$ cat src/rtl/ahb_timer_pkg.sv
// Shared definitions for the AHB-Lite down-counting timer: register offsets,
// CTRL/STATUS bit positions and the address-phase qualifier.
package ahb_timer_pkg;

    typedef enum logic [1:0] {
        REG_LOAD   = 2'd0,
        REG_VALUE  = 2'd1,
        REG_CTRL   = 2'd2,
        REG_STATUS = 2'd3
    } reg_sel_e;

    localparam int AHB_DATA_WIDTH    = 32;
    localparam int ADDR_REG_LSB      = 2;

    localparam int CTRL_EN_BIT       = 0;
    localparam int CTRL_IE_BIT       = 1;
    localparam int CTRL_ONESHOT_BIT  = 2;
    localparam int CTRL_PRESCALE_LSB = 8;

    localparam int STATUS_FLAG_BIT   = 0;

    // A transfer is accepted only for NONSEQ/SEQ while the bus is ready.
    function automatic logic ahb_xfer_valid(
        input logic hsel,
        input logic hready,
        input logic htrans_active
    );
        return hsel & hready & htrans_active;
    endfunction

endpackage

$ cat src/rtl/ahb_timer_prescaler.sv
// Prescale counter: counts HCLK cycles while enabled and emits a one-cycle
// tick when the count reaches the divisor, then restarts from zero.
module timer_prescaler #(
    parameter int WIDTH = 8
) (
    input  logic             clk,
    input  logic             rst_n,
    input  logic             enable,
    input  logic             clear,
    input  logic [WIDTH-1:0] divisor,
    output logic             tick
);

    logic [WIDTH-1:0] cnt_q;
    logic [WIDTH-1:0] cnt_d;

    // A clear (LOAD write) takes precedence and suppresses the tick.
    always_comb begin
        cnt_d = cnt_q;
        tick  = 1'b0;
        if (clear) begin
            cnt_d = '0;
        end else if (enable) begin
            if (cnt_q == divisor) begin
                cnt_d = '0;
                tick  = 1'b1;
            end else begin
                cnt_d = cnt_q + WIDTH'(1);
            end
        end
    end

    always_ff @(posedge clk) begin
        if (!rst_n) begin
            cnt_q <= '0;
        end else begin
            cnt_q <= cnt_d;
        end
    end

endmodule

$ cat src/rtl/ahb_timer.sv
// AHB-Lite zero-wait-state timer slave: reloadable down counter with
// prescaler, one-shot mode and a sticky expiry flag driving timer_IRQ.
module ahb_timer
    import ahb_timer_pkg::*;
#(
    parameter int TIMER_WIDTH    = 32,
    parameter int PRESCALE_WIDTH = 8
) (
    input  logic        HCLK,
    input  logic        HRESETn,
    input  logic        HSEL,
    input  logic        HREADY,
    input  logic [31:0] HADDR,
    input  logic [1:0]  HTRANS,
    input  logic        HWRITE,
    input  logic [2:0]  HSIZE,
    input  logic [31:0] HWDATA,
    output logic [31:0] HRDATA,
    output logic        HREADYOUT,
    output logic        timer_IRQ
);

    // Captured address phase
    reg_sel_e addr_q, addr_d;
    logic     write_q, write_d;
    logic     valid_q, valid_d;

    // Timer registers
    logic [TIMER_WIDTH-1:0]    load_q, load_d;
    logic [TIMER_WIDTH-1:0]    value_q, value_d;
    logic                      en_q, en_d;
    logic                      ie_q, ie_d;
    logic                      oneshot_q, oneshot_d;
    logic [PRESCALE_WIDTH-1:0] prescale_q, prescale_d;
    logic                      flag_q, flag_d;

    logic wr_en;
    logic load_wr;
    logic ctrl_wr;
    logic status_wr;
    logic tick;
    logic expire;

    // Only HADDR[3:2] and HTRANS[1] matter; every access is a full word.
    logic unused_inputs;
    assign unused_inputs = ^{HADDR[31:4], HADDR[1:0], HTRANS[0], HSIZE};

    assign HREADYOUT = 1'b1;

    always_comb begin
        valid_d = ahb_xfer_valid(HSEL, HREADY, HTRANS[1]);
        addr_d  = addr_q;
        write_d = write_q;
        if (valid_d) begin
            addr_d  = reg_sel_e'(HADDR[ADDR_REG_LSB +: 2]);
            write_d = HWRITE;
        end
    end

    assign wr_en     = valid_q & write_q;
    assign load_wr   = wr_en & (addr_q == REG_LOAD);
    assign ctrl_wr   = wr_en & (addr_q == REG_CTRL);
    assign status_wr = wr_en & (addr_q == REG_STATUS);

    timer_prescaler #(
        .WIDTH (PRESCALE_WIDTH)
    ) u_prescaler (
        .clk     (HCLK),
        .rst_n   (HRESETn),
        .enable  (en_q),
        .clear   (load_wr),
        .divisor (prescale_q),
        .tick    (tick)
    );

    // The prescaler already masks its tick during a LOAD write.
    assign expire = tick & (value_q == '0);

    always_comb begin
        load_d     = load_q;
        value_d    = value_q;
        en_d       = en_q;
        ie_d       = ie_q;
        oneshot_d  = oneshot_q;
        prescale_d = prescale_q;
        flag_d     = flag_q;

        if (load_wr) begin
            load_d  = HWDATA[TIMER_WIDTH-1:0];
            value_d = HWDATA[TIMER_WIDTH-1:0];
        end else if (tick) begin
            if (value_q != '0) begin
                value_d = value_q - TIMER_WIDTH'(1);
            end else if (!oneshot_q) begin
                value_d = load_q;
            end
        end

        if (expire && oneshot_q) begin
            en_d = 1'b0;
        end

        // A bus write to CTRL overrides the one-shot auto-disable.
        if (ctrl_wr) begin
            en_d       = HWDATA[CTRL_EN_BIT];
            ie_d       = HWDATA[CTRL_IE_BIT];
            oneshot_d  = HWDATA[CTRL_ONESHOT_BIT];
            prescale_d = HWDATA[CTRL_PRESCALE_LSB +: PRESCALE_WIDTH];
        end

        if (status_wr && HWDATA[STATUS_FLAG_BIT]) begin
            flag_d = 1'b0;
        end
        if (expire) begin
            flag_d = 1'b1;
        end
    end

    always_ff @(posedge HCLK) begin
        if (!HRESETn) begin
            addr_q     <= REG_LOAD;
            write_q    <= 1'b0;
            valid_q    <= 1'b0;
            load_q     <= '0;
            value_q    <= '0;
            en_q       <= 1'b0;
            ie_q       <= 1'b0;
            oneshot_q  <= 1'b0;
            prescale_q <= '0;
            flag_q     <= 1'b0;
        end else begin
            addr_q     <= addr_d;
            write_q    <= write_d;
            valid_q    <= valid_d;
            load_q     <= load_d;
            value_q    <= value_d;
            en_q       <= en_d;
            ie_q       <= ie_d;
            oneshot_q  <= oneshot_d;
            prescale_q <= prescale_d;
            flag_q     <= flag_d;
        end
    end

    always_comb begin
        HRDATA = '0;
        case (addr_q)
            REG_LOAD:   HRDATA[TIMER_WIDTH-1:0] = load_q;
            REG_VALUE:  HRDATA[TIMER_WIDTH-1:0] = value_q;
            REG_CTRL: begin
                HRDATA[CTRL_EN_BIT]                          = en_q;
                HRDATA[CTRL_IE_BIT]                          = ie_q;
                HRDATA[CTRL_ONESHOT_BIT]                     = oneshot_q;
                HRDATA[CTRL_PRESCALE_LSB +: PRESCALE_WIDTH]  = prescale_q;
            end
            REG_STATUS: HRDATA[STATUS_FLAG_BIT] = flag_q;
            default:    HRDATA = '0;
        endcase
    end

    assign timer_IRQ = flag_q & ie_q;

endmodule

$ cat config.mk
export PLATFORM = sky130hd
export DESIGN_NAME = ahb_timer
export DESIGN_NICKNAME = d
export VERILOG_FILES = /design/src/rtl/ahb_timer_pkg.sv /design/src/rtl/ahb_timer_prescaler.sv /design/src/rtl/ahb_timer.sv
export SDC_FILE = /design/constraint.sdc
export NUM_CORES = 1
export LEC_CHECK = 0
export CAP_MARGIN = 15
export CORE_MARGIN = 2
export CORE_UTILIZATION = 40
export CTS_CLUSTER_DIAMETER = 30
export CTS_CLUSTER_SIZE = 16
export DETAILED_ROUTE_END_ITERATION = 7
export GPL_ROUTABILITY_DRIVEN = 1
export GPL_TIMING_DRIVEN = 0
export PLACE_DENSITY_LB_ADDON = 0.25
export SYNTH_ARGS = -nofsm -noshare
export SYNTH_HDL_FRONTEND = slang
export SYNTH_SLANG_ARGS = --single-unit
$ cat constraint.sdc
create_clock -name HCLK -period 3.6 [get_ports HCLK]
set_clock_uncertainty 0.2 [all_clocks]
set_input_delay 1.08 -clock HCLK [delete_from_list [all_inputs] [get_ports HCLK]]
set_output_delay 1.08 -clock HCLK [all_outputs]
set_load 0.01 [all_outputs]
Yosys cells after proc, flatten, opt, wreduce, memory -nomap -nowiden
Index checks and enable logic that the tools add are counted.
{ "word_totals": {"register_bits": 88, "inputBits": 74, "out_inout_bits": 34, "elab_cells": 54} }
{ "op_classes": {"n_mux": 17, "add_sub_neg": 2, "n_reduce_logical": 10, "bitwise_logic": 9, "n_eq_ne": 5} }
{ "ops": {"columns": ["cell", "count"], "rows": [
  ["$mux 32", 4],
  ["$logic_not 32->1", 1],
  ["$pmux 16 s2", 1],
  ["$reduce_bool 32->1", 1],
  ["$sub 32x1->32 const B", 1],
  ["$pmux 8 s3", 1],
  ["$pmux 5 s2", 1],
  ["$add 8x1->8 const B", 1],
  ["$and 1x1->1", 8],
  ["$eq 8x8->1", 1],
  ["$mux 8", 1],
  ["$mux 1", 7],
  ["$pmux 2 s3", 1],
  ["$reduce_bool 2->1", 3],
  ["$eq 2x2->1 const B", 2],
  ["$pmux 1 s4", 1],
  ["$ne 3x1->1 const B", 1],
  ["$eq 2x1->1 const B", 1],
  ["$logic_and 1x1->1", 2],
  ["$logic_not 2->1", 1],
  ["$reduce_and 2->1", 1],
  ["$reduce_or 2->1", 1],
  ["$not 1->1", 1]
]} }

Logic depth before layout (Yosys ltp)
{ "depth": {"ltp_word": 8, "ltp_mapped": 11} }

By module
From an unflattened synthesis, not the netlist that was laid out.
{ "hier_totals": {"hier_cells": 672, "area_unflattened_um2": 5207.5} }
{ "modules_own_cells": {"columns": ["module", "cells_per_inst", "area_per_inst_um2", "instances"], "rows": [
  ["ahb_timer", 623, 4767.1, 1],
  ["timer_prescaler", 49, 440.4, 1]
]} }

Worst setup path after synthesis
OpenSTA, ideal clock, no wires.
{ "synth_path": {"path_type": "register to register", "startpoint": "register value_q[0]", "endpoint": "register value_q[15]", "path_stages_with_launch": 10, "period_less_slack_ns": 2.711, "t_arrival_ns": 2.387, "slack_ns": 0.889, "setup_time_ns": 0.124, "t_required_ns": 3.276, "cell_sequence": "dfxtp_1 inv_1 ha_1 or4b_2 or4_4 nor3_4 buf_6 nor3_1 a211oi_1 o32ai_1"} }
{ "synth_via": {"elab_chain_len": 4, "word_cells_on_any_way": 7, "classes_between": "1 x add/sub; 1 x eq/ne; 3 x mux; 2 x reduce/logical"} }
{ "synth_rtl": {"columns": ["element", "line_no", "source"], "rows": [
  ["start, declared", "ahb_timer.sv:30", "logic [TIMER_WIDTH-1:0] value_q, value_d;"],
  ["start signal, assigned", "ahb_timer.sv:136", "value_q <= value_d;"],
  ["$sub 32x1->32 or $reduce_bool 32->1 (tied branches)", "ahb_timer.sv:93, ahb_timer.sv:92", null],
  ["$mux 32", "ahb_timer.sv:92", "if (value_q != '0) begin"],
  ["$mux 32", "ahb_timer.sv:91", "end else if (tick) begin"],
  ["$mux 32", "ahb_timer.sv:88", "if (load_wr) begin"]
]} }
Several ways; a longest one is shown, not always the timed one. The select of a mux whose other input is x is not followed.
A chain may end at the register's enable or synchronous reset.

Final worst setup path
{ "layout_path": {"startpoint": "register addr_q[0]", "endpoint": "output port HRDATA[25]"} }
{ "layout_via": {"elab_chain_len": 2, "word_cells_on_any_way": 3, "classes_between": "1 x eq/ne; 1 x mux; 1 x reduce/logical"} }
{ "layout_rtl": {"columns": ["element", "line_no", "source"], "rows": [
  ["start, declared", "ahb_timer.sv:24", "reg_sel_e addr_q, addr_d;"],
  ["start signal, assigned", "ahb_timer.sv:132", "addr_q <= addr_d;"],
  ["$eq 2x1->1 or $logic_not 2->1 (tied branches)", "ahb_timer.sv:147", "case (addr_q)"],
  ["$pmux 16 s2 (*)", "ahb_timer.sv:147", null],
  ["end, declared", "ahb_timer.sv:18", "output logic [31:0] HRDATA,"]
]} }
Mark *: on every way between the ends. The rest lies on a longest branch, timed or not.

==> summary.md <==
| Metric | Value |
|---|---|
| Status | `completed` |
| Slew Viols, Final | `0` |
| CP required | `2.32 ns` |
| GP Congestion | `0.9664` |
| Worst setup EP type | `primary output` |
| Initial Utilization | `0.4091` |
| Wire per inst | `20.40 µm` |
| Synth Cell Area | `5162 µm²` |
| Syn_area_per_cell | `7.740 µm²` |
| Ys async rst share | `0` |
| Register area share after synthesis | `0.3413` |
| Crit start category | `register` |
| Ratio of cells with drive above 1 in the final layout | `0.08477` |
| I/O pins | `108` |
| Fin crit share | `0.9674` |
| Top_reg_cell synth | `dfxtp_1` |
| Vias post-DR | `5502` |
| Clock-pin slew on the worst setup and hold paths | `0.06 ns` |
| Largest stage delay, worst path | `0.50 ns` |
| Arrival @ worst endpoint | `2.20 ns` |
| Final min period | `3.483 ns` |
| Via density | `5.935` |
| Hold buffers post-CTS | `0` |
| Core ar. | `12620 µm²` |
| Yosys Warn Count | `0` |
| GR Layer Usage met2 | `0.4291` |
| Num CTS Buffers | `9` |
| Clk_lat worst skew | `0.36 ns` |
| PortBufs | `72` |
| Worst-margin pin slew | `0.8338 ns` |
| Synthesized instance count | `667` |
| Wirelength, routed | `18920 µm` |
| Clock Tree Root | `clkbuf_16` |
| Final nets | `827` |
| FP Rows | `41` |
| Max_slew headroom | `0.4399` |
| Crit path kind | `reg2out` |
| Final hold vios | `0` |
| Die ar. | `13830 µm²` |
| GR Util met1 | `0.3414` |
| Pwr dens | `335.1 nW/µm²` |
| Die height | `117.6 µm` |
| Combinational share of power | `0.100` |
| Clk buf depth | `2` |
| Drt first pass iters | `6` |
| Number of antenna diodes | `0` |
| Hold WC Path Type | `reg2reg` |
| NetSw | `0.0005439 W` |
| CTS Sinks | `88` |
| Worst IR drop on VDD | `166.1 µV` |
| Max Clk Rate | `0.2871 GHz` |
| All-Layer GR Usage | `0.2710` |
| H-tree depth | `3` |
| Vias in the first global route | `5232` |
| Synthesized flop and latch total | `88` |
| Net Sw Frac | `0.2536` |
| Clock share of power | `0.443` |
| Die X-Extent | `117.6 µm` |
| RSZ-0062 raised after global routing | `true` |
| GRT overflow | `0` |
| Synthesis-to-layout area growth | `23.97%` |
| Initial antenna violation count | `0` |
| Post-synth cell types | `67` |
| Total power | `0.002145 W` |
| # fillers | `1261` |
| Met3 Use GR | `0.05766` |
| Post-route DRC violation count | `0` |
| CP Buf/Inv Count | `3` |
| Slowest cell on crit path | `clkdlybuf4s50_1` |
| DR iter-0 viols | `604` |
| Number of flops mapped to enable cells by yosys | `0` |
| Final setup violation count | `0` |
| P_leak | `2.322 nW` |
| Hpwl dp | `13620 µm` |
| CP max FO | `10` |
| Largest net degree at the start of global routing | `15` |
| Setup TNS | `0 ns` |
| GR peak layer | `met2` |
| Int Pwr | `0.001601 W` |
| Final ANT Viol Nets | `0` |
| Cell chain of the critical path | `clkbuf_1 > buf_2 > mux2i_1 > nor2_1 > clkdlybuf4s50_1` |
| Sequential power share | `0.457` |
| Max-cap violation count | `0` |
| Global-route wire length before repair | `29110 µm` |
| Cell class contributing the biggest share of worst-path delay | `buffers and inverters` |
| CTS tree | `built` |
| Synth Net Count | `744` |
[Yosys cell counts, drive strengths merged (2+ instances only)]
| cell type | count | area, µm² |
|---|---|---|
| nand2 | 127 | 476.7 |
| dfxtp | 88 | 1762 |
| a21oi | 63 | 315.3 |
| nor2 | 57 | 214.0 |
| mux2i | 37 | 370.4 |
| o21ai | 34 | 173.9 |
| clkbuf | 32 | 130.1 |
| buf | 23 | 162.7 |
| nor3 | 22 | 131.4 |
| xor2 | 19 | 166.4 |
| nor4 | 17 | 133.9 |
| nand3 | 15 | 75.07 |
| a31oi | 14 | 87.58 |
| o22ai | 9 | 56.30 |
| o211ai | 8 | 60.06 |
| o32ai | 8 | 70.07 |
| or4 | 8 | 67.56 |
| xnor2 | 8 | 70.07 |
| or3 | 7 | 50.05 |
| a211oi | 6 | 45.04 |
| inv | 6 | 22.52 |
| o21a | 6 | 45.04 |
| nand4 | 4 | 31.28 |
| ha | 3 | 37.54 |
| nand4b | 3 | 26.28 |
| o221a | 3 | 33.78 |
| o31a | 3 | 26.28 |
| or2 | 3 | 18.77 |
| a32oi | 2 | 17.52 |
| and3 | 2 | 12.51 |
| and4 | 2 | 17.52 |
| nand3b | 2 | 15.01 |
| nor2b | 2 | 12.51 |
| nor3b | 2 | 20.02 |
| o211a | 2 | 20.02 |
| o221ai | 2 | 17.52 |
| o31ai | 2 | 15.01 |
| o41ai | 2 | 17.52 |
[power groups by stage]
| stage | logic (W) | clock network [W] | registers (W) |
|---|---|---|---|
| floorplan | 0.000111 | 0 | 0.00100 |
| global placement | 0.000208 | 0 | 0.00100 |
| detailed placement | 0.000209 | 0 | 0.00100 |
| CTS | 0.000211 | 0.000957 | 0.000979 |
| global route | 0.000228 | 0.000993 | 0.000979 |
| finish | 0.000215 | 0.000951 | 0.000979 |
[per-layer routing]
| metal | vias up | routed length [µm] |
|---|---|---|
| li1 | 2571 | - |
| met1 | 2590 | 7822 |
| met2 | 288 | 8777 |
| met3 | 53 | 1499 |
| met4 | 0 | 814 |
| met5 | - | 0 |
[path summary, 6_finish.rpt]
| check | start | to | slack (ns) | depth (start not counted) |
|---|---|---|---|---|
| hold reg to reg | ie_q$_SDFFE_PN0P_ | ie_q$_SDFFE_PN0P_ | 0.27 | 2 |
| hold / removal | ie_q$_SDFFE_PN0P_ | ie_q$_SDFFE_PN0P_ | 0.27 | 2 |
| setup / recovery | addr_q[0]$_SDFFE_PN0P_ | HRDATA[25] | 0.12 | 5 |
| setup reg to reg | value_q[0]$_SDFFE_PN0P_ | value_q[5]$_SDFFE_PN0P_ | 0.15 | 9 |
[cell families (layout without fill, tap and decap cells)]
group,Yosys count,in the layout,synth area share
xor gates and xnor gates,27,27,0.04581
and+or+nand+nor,277,277,0.2588
adders and majority gates,3,3,0.007272
DFF,88,88,0.3413
AOI/OAI and AO/OA,171,171,0.2070
buffers and inverters,62,150,0.06301
muxes,38,38,0.07610
other,1,1,0.0007264
[area by class of cell]
cell class | instances | area (µm²) | area share
multi-input cells | 517 | 3078 | 0.4809
clock buffers | 10 | 229.0 | 0.03578
well taps | 172 | 215.2 | 0.03363
clock inverters | 6 | 60.06 | 0.009384
inverters | 6 | 22.52 | 0.003519
flip-flops and latches | 88 | 1762 | 0.2753
repair buffers | 72 | 720.7 | 0.1126
plain buffers | 56 | 312.8 | 0.04888
[timing repair]
item | CTS | global route
resized for setup | 11 | 3
setup buffers | 0 | 0
setup endpoints to repair | 32 | 12
[metrics by stage]
stage | hold slack (ns) | worst slack, ns | instances | area, µm² | util
6_report | 0.2746 | 0.1174 | 927 | 6400 | 0.5071
2_1_floorplan | 0.2421 | 0.8886 | 667 | 5162 | -
5_1_grt | 0.2888 | -0.03036 | 927 | 6400 | 0.5071
4_1_cts | 0.2747 | 0.006472 | 927 | 6400 | 0.5071
3_5_place_dp | 0.2628 | 0.04186 | 911 | 6098 | 0.4832
3_3_place_gp | 0.2559 | 0.1168 | 911 | 6098 | 0.4832
[state kept, by name, indices dropped and copies added (netlist names)]
| name | cells |
|---|---|
| flag_q | 1 |
| value_q | 32 |
| valid_q | 1 |
| load_q | 32 |
| prescale_q | 8 |
| write_q | 1 |
| ie_q | 1 |
| oneshot_q | 1 |
| en_q | 1 |
| u_prescaler.cnt_q | 8 |
| addr_q | 2 |
[worst min-delay path: cells and delay by family, from the launching register on]
family,cells,cell delay [ns]
flops,1,0.32
simple gates,1,0.05
compound gates,1,0.05
[cell usage in the layout (no fill, tap or decap), types with 5 or more instances in the layout]
master,instances
mux2i_1,37
nor4_1,14
clkbuf_16,9
xor2_1,19
o21a_1,6
o22ai_1,9
a21oi_1,63
a31oi_1,14
o21ai_0,33
dfxtp_1,88
o211ai_1,8
nand2_1,127
buf_6,8
o32ai_1,8
nand3_1,15
or4_1,6
xnor2_1,8
or3_1,5
a211oi_1,6
clkbuf_1,30
nor2_1,56
buf_2,10
nor3_1,19
clkdlybuf4s50_1,72
inv_1,5
Note: power is estimated with default switching activity, not from simulation.
